**config.mk**
```make
export PLATFORM = sky130hd
export DESIGN_NAME = pb_job_arbiter_flat
export DESIGN_NICKNAME = d
export VERILOG_FILES = /design/src/rtl/pb_job_arbiter_if.sv /design/src/rtl/pb_job_arbiter.sv /design/src/flat_wrapper.sv
export SDC_FILE = /design/constraint.sdc
export NUM_CORES = 1
export LEC_CHECK = 0
export ABC_AREA = 0
export CAP_MARGIN = 20
export CORE_MARGIN = 2
export CORE_UTILIZATION = 40
export CTS_CLUSTER_DIAMETER = 30
export DETAILED_ROUTE_END_ITERATION = 8
export PLACE_DENSITY_LB_ADDON = 0.05
export SYNTH_ARGS = -nofsm -noshare
export SYNTH_HDL_FRONTEND = slang
export SYNTH_SLANG_ARGS = --single-unit
```
**constraint.sdc**
```tcl
create_clock -name clk -period 2.35 [get_ports clk]
set_input_delay 0.235 -clock clk [delete_from_list [all_inputs] [get_ports clk]]
set_output_delay 0.235 -clock clk [all_outputs]
set_load 0.01 [all_outputs]
```
**src/rtl/pb_job_arbiter_if.sv**
```systemverilog
// pb_job_arbiter_if
//   Bundles the per-channel job request signals and the packet-builder
//   handshake into one interface.
//   slave  : arbiter side (takes requests, drives the builder)
//   master : environment side (requestors, software clear, builder model)
//   Per-channel buses are flattened, channel i at [i*W +: W].
interface pb_job_arbiter_if #(
    parameter int NUM_CH = 4,
    parameter int ADDR_W = 32
);
    localparam int CH_W = $clog2(NUM_CH);

    logic [NUM_CH-1:0]        ch_req;
    logic [NUM_CH*ADDR_W-1:0] ch_addr;
    logic [NUM_CH*4-1:0]      ch_byte_cnt;
    logic [NUM_CH*4-1:0]      ch_pkt_type;
    logic [NUM_CH-1:0]        ch_ecc_en;
    logic [NUM_CH-1:0]        ch_crc_en;
    logic [NUM_CH-1:0]        ch_ack;
    logic [NUM_CH-1:0]        ch_done;
    logic [NUM_CH-1:0]        ch_err;
    logic [NUM_CH-1:0]        irq_clr;
    logic [NUM_CH-1:0]        irq_status;
    logic                     irq_out;
    logic [CH_W-1:0]          active_ch;
    logic                     pb_start;
    logic [ADDR_W-1:0]        pb_addr_in;
    logic [3:0]               pb_byte_cnt;
    logic [3:0]               pb_pkt_type;
    logic                     pb_ecc_en;
    logic                     pb_crc_en;
    logic                     pb_busy;
    logic                     pb_irq;

    modport slave (
        input  ch_req, ch_addr, ch_byte_cnt, ch_pkt_type, ch_ecc_en, ch_crc_en,
        input  irq_clr, pb_busy, pb_irq,
        output ch_ack, ch_done, ch_err, irq_status, irq_out, active_ch,
        output pb_start, pb_addr_in, pb_byte_cnt, pb_pkt_type, pb_ecc_en, pb_crc_en
    );

    modport master (
        output ch_req, ch_addr, ch_byte_cnt, ch_pkt_type, ch_ecc_en, ch_crc_en,
        output irq_clr, pb_busy, pb_irq,
        input  ch_ack, ch_done, ch_err, irq_status, irq_out, active_ch,
        input  pb_start, pb_addr_in, pb_byte_cnt, pb_pkt_type, pb_ecc_en, pb_crc_en
    );
endinterface

```
**src/rtl/pb_job_arbiter.sv**
```systemverilog
// pb_job_arbiter
//   Round-robin front end for the packet builder register port. NUM_CH
//   requestors post build jobs; one job at a time is granted, handed to the
//   builder with a start pulse, and supervised by a watchdog per phase
//   (waiting for busy, waiting for completion). Each channel keeps a sticky
//   done-or-error flag that software clears.
// Ports
//   clk    : clock
//   reset  : asynchronous active-high reset, aborts any job silently
//   bus    : pb_job_arbiter_if.slave
//            ch_req/ch_addr/ch_byte_cnt/ch_pkt_type/ch_ecc_en/ch_crc_en in
//            ch_ack/ch_done/ch_err one-cycle pulses out
//            irq_clr in, irq_status/irq_out out, active_ch out
//            pb_start/pb_addr_in/pb_byte_cnt/pb_pkt_type/pb_ecc_en/pb_crc_en out
//            pb_busy/pb_irq in
//
// state       | meaning
// ------------+-------------------------------------------------------
// IDLE        | no job; pick round-robin winner and latch its config
// GRANT       | ch_ack pulse to the winner
// START       | pb_start pulse, watchdog cleared
// WAIT_BUSY   | wait for builder busy (or an early completion)
// RUN         | builder busy, wait for pb_irq
// DONE        | ch_done pulse, set sticky status
// ERR         | watchdog expired: ch_err pulse, set sticky status
module pb_job_arbiter #(
    parameter int NUM_CH  = 4,
    parameter int ADDR_W  = 32,
    parameter int TMO_W   = 16,
    parameter int TMO_CYC = 1000
) (
    input  logic            clk,
    input  logic            reset,
    pb_job_arbiter_if.slave bus
);
    localparam int CH_W = $clog2(NUM_CH);
    localparam logic [TMO_W-1:0] TMO_LAST = TMO_W'(TMO_CYC - 1);
    localparam logic [CH_W-1:0]  LAST_CH  = CH_W'(NUM_CH - 1);

    typedef enum logic [2:0] {
        S_IDLE,
        S_GRANT,
        S_START,
        S_WAIT_BUSY,
        S_RUN,
        S_DONE,
        S_ERR
    } state_t;

    state_t            state_q, state_d;
    logic [TMO_W-1:0]  timer_q, timer_d;
    logic [TMO_W-1:0]  timer_inc;
    logic [CH_W-1:0]   last_q, last_d;
    logic [CH_W-1:0]   active_q, active_d;
    logic [ADDR_W-1:0] addr_q, addr_d;
    logic [3:0]        byte_cnt_q, byte_cnt_d;
    logic [3:0]        pkt_type_q, pkt_type_d;
    logic              ecc_q, ecc_d;
    logic              crc_q, crc_d;
    logic [NUM_CH-1:0] status_q, status_d;
    logic              irq_out_q;

    logic              win_vld;
    logic [CH_W-1:0]   win_idx;
    logic [NUM_CH-1:0] ack_vec, done_vec, err_vec;
    logic              start;

    assign timer_inc = timer_q + TMO_W'(1);

    // Search starts one past the last grant so every requester is served
    // before anyone gets a second turn.
    always_comb begin
        int idx;
        logic [CH_W-1:0] idx_c;
        win_vld = 1'b0;
        win_idx = '0;
        idx     = 0;
        idx_c   = '0;
        for (int off = 1; off <= NUM_CH; off++) begin
            idx   = (int'(last_q) + off) % NUM_CH;
            idx_c = CH_W'(idx);
            if (!win_vld && bus.ch_req[idx_c]) begin
                win_vld = 1'b1;
                win_idx = idx_c;
            end
        end
    end

    always_comb begin
        state_d    = state_q;
        timer_d    = timer_q;
        last_d     = last_q;
        active_d   = active_q;
        addr_d     = addr_q;
        byte_cnt_d = byte_cnt_q;
        pkt_type_d = pkt_type_q;
        ecc_d      = ecc_q;
        crc_d      = crc_q;
        // Clear first so a DONE/ERR set in the same cycle wins.
        status_d   = status_q & ~bus.irq_clr;
        ack_vec    = '0;
        done_vec   = '0;
        err_vec    = '0;
        start      = 1'b0;

        case (state_q)
            S_IDLE: begin
                if (win_vld) begin
                    active_d   = win_idx;
                    last_d     = win_idx;
                    addr_d     = bus.ch_addr[int'(win_idx)*ADDR_W +: ADDR_W];
                    byte_cnt_d = bus.ch_byte_cnt[int'(win_idx)*4 +: 4];
                    pkt_type_d = bus.ch_pkt_type[int'(win_idx)*4 +: 4];
                    ecc_d      = bus.ch_ecc_en[win_idx];
                    crc_d      = bus.ch_crc_en[win_idx];
                    state_d    = S_GRANT;
                end
            end
            S_GRANT: begin
                ack_vec[active_q] = 1'b1;
                state_d           = S_START;
            end
            S_START: begin
                start   = 1'b1;
                timer_d = '0;
                state_d = S_WAIT_BUSY;
            end
            S_WAIT_BUSY: begin
                if (bus.pb_irq) begin
                    state_d = S_DONE;
                end else if (bus.pb_busy) begin
                    timer_d = '0;
                    state_d = S_RUN;
                end else begin
                    timer_d = timer_inc;
                    if (timer_inc == TMO_LAST) state_d = S_ERR;
                end
            end
            S_RUN: begin
                if (bus.pb_irq) begin
                    state_d = S_DONE;
                end else begin
                    timer_d = timer_inc;
                    if (timer_inc == TMO_LAST) state_d = S_ERR;
                end
            end
            S_DONE: begin
                done_vec[active_q] = 1'b1;
                status_d[active_q] = 1'b1;
                state_d            = S_IDLE;
            end
            S_ERR: begin
                err_vec[active_q]  = 1'b1;
                status_d[active_q] = 1'b1;
                state_d            = S_IDLE;
            end
            default: state_d = S_IDLE;
        endcase
    end

    always_ff @(posedge clk or posedge reset) begin
        if (reset) begin
            state_q    <= S_IDLE;
            timer_q    <= '0;
            last_q     <= LAST_CH;
            active_q   <= '0;
            addr_q     <= '0;
            byte_cnt_q <= '0;
            pkt_type_q <= '0;
            ecc_q      <= 1'b0;
            crc_q      <= 1'b0;
            status_q   <= '0;
            irq_out_q  <= 1'b0;
        end else begin
            state_q    <= state_d;
            timer_q    <= timer_d;
            last_q     <= last_d;
            active_q   <= active_d;
            addr_q     <= addr_d;
            byte_cnt_q <= byte_cnt_d;
            pkt_type_q <= pkt_type_d;
            ecc_q      <= ecc_d;
            crc_q      <= crc_d;
            status_q   <= status_d;
            irq_out_q  <= |status_q;
        end
    end

    assign bus.ch_ack      = ack_vec;
    assign bus.ch_done     = done_vec;
    assign bus.ch_err      = err_vec;
    assign bus.irq_status  = status_q;
    assign bus.irq_out     = irq_out_q;
    assign bus.active_ch   = active_q;
    assign bus.pb_start    = start;
    assign bus.pb_addr_in  = addr_q;
    assign bus.pb_byte_cnt = byte_cnt_q;
    assign bus.pb_pkt_type = pkt_type_q;
    assign bus.pb_ecc_en   = ecc_q;
    assign bus.pb_crc_en   = crc_q;
endmodule

```
**src/flat_wrapper.sv**
```systemverilog
// flat-port wrapper written by rule: the top's interface ports become plain ports
module pb_job_arbiter_flat 
#(
    parameter int NUM_CH  = 4,
    parameter int ADDR_W  = 32,
    parameter int TMO_W   = 16,
    parameter int TMO_CYC = 1000
)
  (clk, reset, bus_ch_req, bus_ch_addr, bus_ch_byte_cnt, bus_ch_pkt_type, bus_ch_ecc_en, bus_ch_crc_en, bus_irq_clr, bus_pb_busy, bus_pb_irq, bus_ch_ack, bus_ch_done, bus_ch_err, bus_irq_status, bus_irq_out, bus_active_ch, bus_pb_start, bus_pb_addr_in, bus_pb_byte_cnt, bus_pb_pkt_type, bus_pb_ecc_en, bus_pb_crc_en);
  pb_job_arbiter_if #(.NUM_CH(NUM_CH), .ADDR_W(ADDR_W)) bus_i ();
  input  logic clk;
  input  logic reset;
  input wire logic [$bits(bus_i.ch_req)-1:0] bus_ch_req;
  input wire logic [$bits(bus_i.ch_addr)-1:0] bus_ch_addr;
  input wire logic [$bits(bus_i.ch_byte_cnt)-1:0] bus_ch_byte_cnt;
  input wire logic [$bits(bus_i.ch_pkt_type)-1:0] bus_ch_pkt_type;
  input wire logic [$bits(bus_i.ch_ecc_en)-1:0] bus_ch_ecc_en;
  input wire logic [$bits(bus_i.ch_crc_en)-1:0] bus_ch_crc_en;
  input wire logic [$bits(bus_i.irq_clr)-1:0] bus_irq_clr;
  input wire logic [$bits(bus_i.pb_busy)-1:0] bus_pb_busy;
  input wire logic [$bits(bus_i.pb_irq)-1:0] bus_pb_irq;
  output wire logic [$bits(bus_i.ch_ack)-1:0] bus_ch_ack;
  output wire logic [$bits(bus_i.ch_done)-1:0] bus_ch_done;
  output wire logic [$bits(bus_i.ch_err)-1:0] bus_ch_err;
  output wire logic [$bits(bus_i.irq_status)-1:0] bus_irq_status;
  output wire logic [$bits(bus_i.irq_out)-1:0] bus_irq_out;
  output wire logic [$bits(bus_i.active_ch)-1:0] bus_active_ch;
  output wire logic [$bits(bus_i.pb_start)-1:0] bus_pb_start;
  output wire logic [$bits(bus_i.pb_addr_in)-1:0] bus_pb_addr_in;
  output wire logic [$bits(bus_i.pb_byte_cnt)-1:0] bus_pb_byte_cnt;
  output wire logic [$bits(bus_i.pb_pkt_type)-1:0] bus_pb_pkt_type;
  output wire logic [$bits(bus_i.pb_ecc_en)-1:0] bus_pb_ecc_en;
  output wire logic [$bits(bus_i.pb_crc_en)-1:0] bus_pb_crc_en;
  assign bus_i.ch_req = bus_ch_req;
  assign bus_i.ch_addr = bus_ch_addr;
  assign bus_i.ch_byte_cnt = bus_ch_byte_cnt;
  assign bus_i.ch_pkt_type = bus_ch_pkt_type;
  assign bus_i.ch_ecc_en = bus_ch_ecc_en;
  assign bus_i.ch_crc_en = bus_ch_crc_en;
  assign bus_i.irq_clr = bus_irq_clr;
  assign bus_i.pb_busy = bus_pb_busy;
  assign bus_i.pb_irq = bus_pb_irq;
  assign bus_ch_ack = bus_i.ch_ack;
  assign bus_ch_done = bus_i.ch_done;
  assign bus_ch_err = bus_i.ch_err;
  assign bus_irq_status = bus_i.irq_status;
  assign bus_irq_out = bus_i.irq_out;
  assign bus_active_ch = bus_i.active_ch;
  assign bus_pb_start = bus_i.pb_start;
  assign bus_pb_addr_in = bus_i.pb_addr_in;
  assign bus_pb_byte_cnt = bus_i.pb_byte_cnt;
  assign bus_pb_pkt_type = bus_i.pb_pkt_type;
  assign bus_pb_ecc_en = bus_i.pb_ecc_en;
  assign bus_pb_crc_en = bus_i.pb_crc_en;
  pb_job_arbiter #(.NUM_CH(NUM_CH), .ADDR_W(ADDR_W), .TMO_W(TMO_W), .TMO_CYC(TMO_CYC)) u_core (.clk(clk), .reset(reset), .bus(bus_i));
endmodule
```
# After elaboration in Yosys (flattened, before gate mapping)
# Index checks and enable logic that the tools add are counted.
# word_totals
register_bits	70
latch_bits	0
ram_bits	0
rom_bits	0
in_bits	180
output_inout_bits	62
wordCells	89
mem_count	0
# classes
n_addsub	5
n_mul	0
div	0
magnitude_cmp	7
n_eq_ne	10
shift	3
n_mux	37
bitwise	3
n_reduce_logical	13
# op_table
op	count
variable part select 128 x 8 -> 32 bit	1
two-way mux 16 bit	3
one-hot mux 16 bit (3 select lines)	1
variable part select 16 x 5 -> 4 bit	2
< comparator 2 x 3 -> 1 bit, second input constant	6
adder 16 x 1 -> 16 bit, second input constant	1
== test 16 x 10 -> 1 bit, second input constant	1
two-way mux 4 bit	4
two-way mux 3 bit	5
one-hot mux 3 bit (5 select lines)	1
binary-select mux 1 bit (select 2 bit)	6
two-way mux 1 bit	12
== test 3 bit, second input constant	3
two-way mux 2 bit	4
== test 3 x 2 -> 1 bit, second input constant	2
adder 2 x 1 -> 2 bit, second input constant	2
adder 2 bit, second input constant	2
bitwise AND 4 bit	1
logical AND 1 bit	4
inequality test 2 bit, second input constant	2
inverter 4 bit	1
bitwise OR 4 bit	1
OR reduction 4 bit	1
== test 3 x 1 -> 1 bit, second input constant	1
other kinds (9)	11

# Logic depth before layout (Yosys ltp)
# Gate-level depths: netlist of the first run.
# depth
word_depth	15
mapped_depth	9
ltp_nobuf	7

# Least setup slack after synthesis of the first run
# OpenSTA, ideal clock, no wires.
# synth_path
path_type	register to register
from	register u_core.last_q[1]
to	register u_core.addr_q[25], in the netlist u_core.bus.pb_addr_in[25]
setup_time_ns	0.126
arrival_ns	1.847
required_ns	2.224
setup_slack_ns	0.377
stages_incl_launch_ff	8
n_path_buf	2
synth_period_minus_slack_ns	1.973
path_cell_list	dfstp_2 -> mux2i_1 -> nor2_1 -> o31a_1 -> buf_6 -> buf_6 -> a32o_1 -> a311o_1
# synth_between
elab_chain_len	14
elab_cells_between_ends	28
classes_between	add/sub (4); shift (1); mux (16); reduce/logical (7)
# synth_rtl
element	line	text
start: declaration	pb_job_arbiter.sv:53	logic [CH_W-1:0] last_q, last_d;
start signal: assignment	pb_job_arbiter.sv:177	last_q <= last_d;
adder 2 x 1 -> 2 bit	pb_job_arbiter.sv:80	idx = (int'(last_q) + off) % NUM_CH;
binary-select mux 1 bit (select 2 bit)	pb_job_arbiter.sv:82	if (!win_vld && bus.ch_req[idx_c]) begin
two-way mux 1 bit (implied by the code)	pb_job_arbiter.sv:82	
two-way mux 1 bit	pb_job_arbiter.sv:82	
zero test 1 bit	pb_job_arbiter.sv:82	
logical AND 1 bit	pb_job_arbiter.sv:82	
two-way mux 1 bit	pb_job_arbiter.sv:82	
zero test 1 bit	pb_job_arbiter.sv:82	
logical AND 1 bit	pb_job_arbiter.sv:82	
two-way mux 1 bit	pb_job_arbiter.sv:82	
zero test 1 bit	pb_job_arbiter.sv:82	
logical AND 1 bit	pb_job_arbiter.sv:82	
two-way mux 2 bit / two-way mux 1 bit (equally long branches)	pb_job_arbiter.sv:82	
variable part select 128 x 8 -> 32 bit / AND reduction 2 bit (equally long branches)	-	
end signal: assignment	pb_job_arbiter.sv:179	addr_q <= addr_d;
end: declaration	pb_job_arbiter.sv:55	logic [ADDR_W-1:0] addr_q, addr_d;
# Several ways; a longest one is shown, not always the timed one. The select of a mux whose other input is x is not followed.
# A chain may end at the register's enable or synchronous reset.

# Final worst setup path of the first run
# layout_path
from	register u_core.state_q[0]
to	output port bus_ch_err[0]
# layout_between
elab_chain_len	2
# layout_rtl
element	line	text
start: declaration	pb_job_arbiter.sv:50	state_t state_q, state_d;
start signal: assignment	pb_job_arbiter.sv:175	state_q <= state_d;
== test 3 bit	pb_job_arbiter.sv:106	case (state_q)
two-way mux 4 bit	pb_job_arbiter.sv:106	
end: declaration	flat_wrapper.sv:24	output wire logic [$bits(bus_i.ch_err)-1:0] bus_ch_err;
# Every way passes these cells.

==> qor.yml, run 1 <==
clock_network:
  htreeDepth: 3
  clock_sinks: 70
  hold_buffers: 0
  clockRootBuffer: "clkbuf_8"
  cts_buffers: 9
  cts_setup_buffers: 0
  cts_tree: "done"
  clkTransAtPathRegs_ns: 0.09
  clock_latency_ns: 0.35
  max-clock-path-buffers: 2
yosys:
  ys_types: 56
  synth_edf_count: 0
  ys_seq_elements: 70
  ys_seq_area_share_pct: 39.76
  syn_inst: 503
  syn-cell-area_sq_mm: 0.004412
  async_reset_ff_share_pct: 100.0
  syn_avg_cell_area_sq_um: 8.771
  ys.flop_type: "dfrtp_1"
  ys_warn_count: 0
  syn_nets: 685
critical_path:
  worstSetupEndpointType: "primary output"
  rrSetupSlack_ns: 0.22
  cp.arrival_ns: 1.96
  timing.rr.start: "u_core.last_q[1]"
  cp.required_ns: 2.12
  start_kind: "flip-flop"
  path_max_fanout: 12
  r2r-end: "u_core.bus.pb_pkt_type[3]"
  critical_path_class: "reg2out"
  r2r_cells: 6
layout:
  final_nets: 931
  syn_to_final_growth_pct: 67.67
  antennaDiodeCount: 0
  drive_gt1_share_pct: 11.27
  final_common_cell: "clkdlybuf4s50_1"
  final_cell_mix: "clkdlybuf4s50_1, nand2_1, dfrtp_1, nand3_1, a21oi_1"
  final_util_pct: 68.54
grt:
  grt_pass1_vias: 4928
  grt_start_max_net_pins: 71
  overflow: 0
  track_usage_pct: 25.95
  antenna_found_initial: 0
  grt_pass1_wl_microns: 24180
pwr:
  ir_drop_uv: 469.2
  finalPower_mw: 7.347
  p_leak_nw: 3.039
  power_density_mw_per_mm2: 993.3
sta:
  fin_skew_ns: 0.01611
  fin_crit_ns: 2.198
  slew_violations: 0
  tns_ns: 0
  worst_pin_slew_ns: 0.6733
  hold_viol: 0
  max_freq_mhz: 455.0
  fin_crit_sh_pct: 93.52
  rsz0062_at_grt: "false"
  setup_viol: 0
  worst_slew_margin_rel_pct: 55.00
detailed_routing:
  wl_per_cell_microns: 17.83
  drt-initial-drc-count: 410
  drc: 0
  ant_nets: 0
  drtPass1Iterations: 5
  drt-total-wl_microns: 15940
  viasPerCell: 5.723
  vias: 5116
place:
  io_buffers: 241
  hpwl_microns: 11460
  gp_congestion: 0.9102
die:
  design.die.area_sq_mm: 0.01189
  die_width_microns: 109.0
  core_sq_mm: 0.01079
  rows: 38
  io_pins: 242
  start_util_pct: 40.88
  die_h_microns: 109.0
job:
  maxCapViolations: 0
hold_path:
  hold_path_class: "in2async"
status:
  status: "finished, final reports clean"
==> cell usage after synthesis (4+ instances only) <==
master / number / area, sq um
buf_2: 20 / 100.1
a311o_1: 17 / 170.2
dfrtp_1: 68 / 1702
nor2_1: 28 / 105.1
nand2b_1: 6 / 37.54
nor3_1: 8 / 40.04
a32oi_1: 25 / 219.0
and3_1: 5 / 31.28
xor2_1: 5 / 43.79
a21oi_1: 28 / 140.1
mux2_2: 19 / 214.0
nand2_1: 78 / 292.8
clkbuf_1: 15 / 56.30
mux2_1: 6 / 67.56
o21ai_0: 25 / 125.1
nand3_1: 54 / 270.3
a211o_1: 4 / 35.03
inv_1: 11 / 41.29
a32o_1: 17 / 170.2
nand4_1: 4 / 25.02
==> per-stage QoR <==
stage | cells | setup slack, ns | cell area (sq um) | hold WS, ns
final | 894 | 0.1523 | 7397 | 0.2618
after global routing | 894 | 0.02551 | 7397 | 0.3272
after CTS | 894 | 0.07475 | 7388 | 0.2961
after detailed placement | 878 | 0.01917 | 7173 | 0.4867
after global placement | 878 | 0.07227 | 7173 | 0.4821
after floorplan | 503 | 0.3501 | 4412 | 0.3875
==> how the worst max path moves through the flow <==
stage,from,depth (start not counted),endpoint
5_1_grt,u_core.state_q[0],3,bus_ch_err[0]
3_3_place_gp,bus_ch_req[3],9,u_core.bus.pb_addr_in[4]
4_1_cts,u_core.state_q[1],4,bus_ch_ack[0]
3_5_place_dp,bus_ch_req[0],7,u_core.bus.pb_pkt_type[3]
2_1_floorplan,reset,1,u_core.bus.active_ch[0]
6_report,u_core.state_q[0],3,bus_ch_err[0]
==> report_power, final <==
part | internal [mW] | total [mW] | switching (mW)
Sequential | 1.68 | 2.03 | 0.347
Combinational | 2.22 | 4.23 | 2.01
Clock | 0.601 | 1.09 | 0.489
Total | 4.50 | 7.35 | 2.85
==> critical path, stage by stage (launching register included) <==
cell and delay, ns:
dfrtp_2 0.49, nand3b_1 0.28, nor3_1 0.25, clkdlybuf4s50_1 0.59
==> registers in the layout (all words and copies together), names as in the netlist <==
signal	count
u_core.bus.irq_out	1
u_core.last_q	2
u_core.bus.pb_crc_en	1
u_core.bus.irq_status	4
u_core.bus.active_ch	2
u_core.timer_q	16
u_core.bus.pb_addr_in	32
u_core.bus.pb_pkt_type	4
u_core.state_q	3
u_core.bus.pb_ecc_en	1
u_core.bus.pb_byte_cnt	4
==> layer usage <==
layer / wire (microns) / part of all wire [%] / global-route usage, %
met1: 5948 / 37 / 29.83
met2: 7925 / 50 / 44.54
met3: 1517 / 9.5 / 7.531
met4: 546 / 3.4 / 11.72
met5: 0 / 0 / 0
==> timing repair <==
item	4_1_cts	5_1_grt
resized for setup	0	3
endpoints found under the setup margin	0	3
endpoints found under the hold margin	0	0
==> cells by family after synthesis <==
| family | after synthesis | share of synthesized area [%] |
|---|---|---|
| adder cells (fa/ha/maj) | 2 | 0.5671 |
| buffers and inverters | 51 | 5.247 |
| AO/OA/AOI/OAI | 138 | 23.37 |
| multiplexers | 26 | 6.608 |
| XOR/XNOR | 6 | 1.191 |
| flip-flops | 70 | 39.76 |
| AND/OR/NAND/NOR | 210 | 23.26 |
==> area by class of cell <==
class | instances | area (sq um)
Clock buffer | 11 | 131.4
Clock inverter | 5 | 83.83
Fill cell | 909 | 3396
Inverter | 11 | 41.29
Multi-Input combinational cell | 382 | 2455
Sequential cell | 70 | 1755
Tap cell | 140 | 175.2
Timing Repair Buffer | 275 | 2755
No activity file was read; power rests on OpenSTA's default activity.
==> inputs of run 2 (changes only) <==
- CTS_CLUSTER_DIAMETER: 30 -> 50
- MAX_ROUTING_LAYER: not set -> met4
- clock period: 2.35 -> 2.2 ns (I/O delays scaled with it)
==> run 2 against run 1 <==
Compared with the run above: hold slack got worse by 0.039 ns; critical endpoint is now bus_ch_done[1]; critical path depth increased by 1; combinational power increased by 13%; wire length increased by 4.5%; utilization increased by 1.6 points; largest cell class unchanged.
==> qor.yml, run 2 (synthesis gave the netlist of run 1 again) <==
grt:
  track_usage_pct: 26.95  # was 25.95%
  antenna_found_initial: 0  # unchanged
  grt_pass1_wl_microns: 24340  # was 24180 microns
  overflow: 0  # unchanged
  grt_start_max_net_pins: 51  # was 71
  grt_pass1_vias: 4909  # was 4928
critical_path:
  timing.rr.start: "u_core.last_q[1]"  # unchanged
  max_stage_delay_ns: 0.57  # was 0.59 ns
  cp.arrival_ns: 1.95  # was 1.96 ns
  critPathBufInv: 2  # was 1
  rrSetupSlack_ns: 0.05  # was 0.22 ns
  critical_path_class: "reg2out"  # unchanged
  critPathTopFamily: "buffers and inverters"  # unchanged
  crit_chain: "buf_4 -> nand3b_1 -> nor2_1 -> clkdlybuf4s50_1"  # was nand3b_1 -> nor3_1 -> clkdlybuf4s50_1
  cp_slowest_cell: "clkdlybuf4s50_1"  # unchanged
  path_max_fanout: 9  # was 12
  r2r-end: "u_core.bus.pb_addr_in[6]"  # was u_core.bus.pb_pkt_type[3]
  r2r_cells: 6  # unchanged
  worstSetupEndpointType: "primary output"  # unchanged
  start_kind: "flip-flop"  # unchanged
  cp.required_ns: 1.98  # was 2.12 ns
pwr:
  power_density_mw_per_mm2: 1086  # was 993.3 mW/mm^2
  p_leak_nw: 3.171  # was 3.039 nW
  ir_drop_uv: 620.7  # was 469.2 uV
  finalPower_mw: 8.219  # was 7.347 mW
layout:
  nFillCells: 862  # was 909
  antennaDiodeCount: 0  # unchanged
  final_common_cell: "clkdlybuf4s50_1"  # unchanged
  drive_gt1_share_pct: 13.12  # was 11.27%
  syn_to_final_growth_pct: 71.47  # was 67.67%
  final_nets: 939  # was 931
  largest_reg_flops: 32  # unchanged
  final_cell_mix: "clkdlybuf4s50_1, nand2_1, dfrtp_1, nand3_1, buf_4"  # was clkdlybuf4s50_1, nand2_1, dfrtp_1, nand3_1, a21oi_1
detailed_routing:
  drtPass1Iterations: 5  # unchanged
  ant_nets: 0  # unchanged
  drt-initial-drc-count: 338  # was 410
  drt-total-wl_microns: 16660  # was 15940 microns
  vias: 5122  # was 5116
  wl_per_cell_microns: 18.47  # was 17.83 microns
  drc: 0  # unchanged
  viasPerCell: 5.678  # was 5.723
clock_network:
  hold_buffers: 0  # unchanged
  max-clock-path-buffers: 2  # unchanged
  clkTransAtPathRegs_ns: 0.08  # was 0.09 ns
  clock_sinks: 70  # unchanged
  cts_buffers: 9  # unchanged
  htreeDepth: 3  # unchanged
  cts_tree: "done"  # unchanged
  clock_latency_ns: 0.36  # was 0.35 ns
  clockRootBuffer: "clkbuf_8"  # unchanged
place:
  gp_congestion: 0.9068  # was 0.9102
  io_buffers: 241  # unchanged
  hpwl_microns: 11710  # was 11460 microns
sta:
  worst_slew_margin_rel_pct: 56.19  # was 55.00%
  fin_crit_ns: 2.170
  setup_viol: 0  # unchanged
  max_freq_mhz: 460.7
  fin_crit_sh_pct: 98.65
  worst_pin_slew_ns: 0.6564  # was 0.6733 ns
  hold_slack_ns: 0.2231  # was 0.2618 ns
  slew_violations: 0  # unchanged
  rsz0062_at_grt: "true"  # was false
  hold_viol: 0  # unchanged
  fin_skew_ns: 0.01002  # was 0.01611 ns
die:
  core_sq_mm: 0.01079  # unchanged
  start_util_pct: 40.88  # unchanged
  rows: 38  # unchanged
  die_width_microns: 109.0  # unchanged
  io_pins: 242  # unchanged
  die_h_microns: 109.0  # unchanged
  design.die.area_sq_mm: 0.01189  # unchanged
status:
  status: "finished, final reports clean"  # unchanged
job:
  maxCapViolations: 0  # unchanged
hold_path:
  hold_path_class: "in2async"  # unchanged
-- run 2: cell count changes in the layout (fill, tap and decap cells not counted), moves of 2 or more --
cell	delta
buf_4	+4
clkdlybuf4s50_1	-3
dlymetal6s2s_1	+3
buf_12	+2
nor3_1	-2
nor3_2	+2
-- run 2: cell type report --
type                            instances  area, sq um  share of cell area, %
Timing Repair Buffer                  282         2858                  37.78
Multi-Input combinational cell        383         2497                  33.01
Clock buffer                           10        127.6                  1.687
Clock inverter                          6        110.1                  1.456
Tap cell                              140        175.2                  2.316
Sequential cell                        70         1755                  23.21
Inverter                               11        41.29                 0.5458
-- run 2: repair_timing --
action,CTS,global route
pin swaps,0,4
gates resized for setup,4,11
gates cloned,0,2
endpoints found under the hold margin,0,0
endpoints found under the setup margin,6,40
setup buffers,0,5
-- run 2: report_power, final --
group | internal (mW) | switching (mW)
Clock | 0.752 | 0.530
Sequential | 1.79 | 0.381
Combinational | 2.50 | 2.26
Total | 5.04 | 3.18
-- run 2: per-layer routing --
| layer | vias to the layer above | share of wire (%) | GRT usage (%) |
|---|---|---|---|
| met2 | 245 | 49 | 45.34 |
| met4 | 0 | 3.0 | 9.341 |
| met1 | 2436 | 39 | 31.17 |
| met3 | 37 | 8.7 | 6.993 |
| li1 | 2404 | - | - |
| met5 | - | 0 | - |
-- run 2: how the worst max path moves through the flow --
stage	to	slack, ns	cells after the start	startpoint
global route	bus_ch_done[1]	-0.07	4	u_core.state_q[1]
floorplan	u_core.bus.active_ch[0]	0.22	1	reset
CTS	bus_ch_done[0]	0.02	4	u_core.state_q[1]
global placement	u_core.bus.pb_pkt_type[2]	-0.11	9	bus_ch_req[3]
finish	bus_ch_done[1]	0.03	4	u_core.state_q[1]
detailed placement	u_core.bus.pb_addr_in[4]	-0.15	9	bus_ch_req[3]
-- run 2: worst register-to-register path: cells and delay by family, from the launching register on --
family                 cells  cell delay (ns)
AOI/OAI and AO/OA          3             0.93
buffers and inverters      1             0.20
DFF                        1             0.60
muxes                      1             0.22
and+or+nand+nor            1             0.09
-- run 2: through the flow --
| step | instances | util [%] | worst slack (ns) | setup TNS, ns | cell area [sq um] |
|---|---|---|---|---|---|
| after detailed placement | 879 | 66.76 | -0.1496 | -4.661 | 7206 |
| final | 902 | 70.09 | 0.02959 | 0 | 7565 |
| after global placement | 879 | 66.76 | -0.1064 | -3.362 | 7206 |
| after floorplan | 503 | - | 0.2151 | 0 | 4412 |
| after global routing | 902 | 70.09 | -0.07354 | -0.2063 | 7565 |
| after CTS | 895 | 69.09 | 0.01571 | 0 | 7457 |
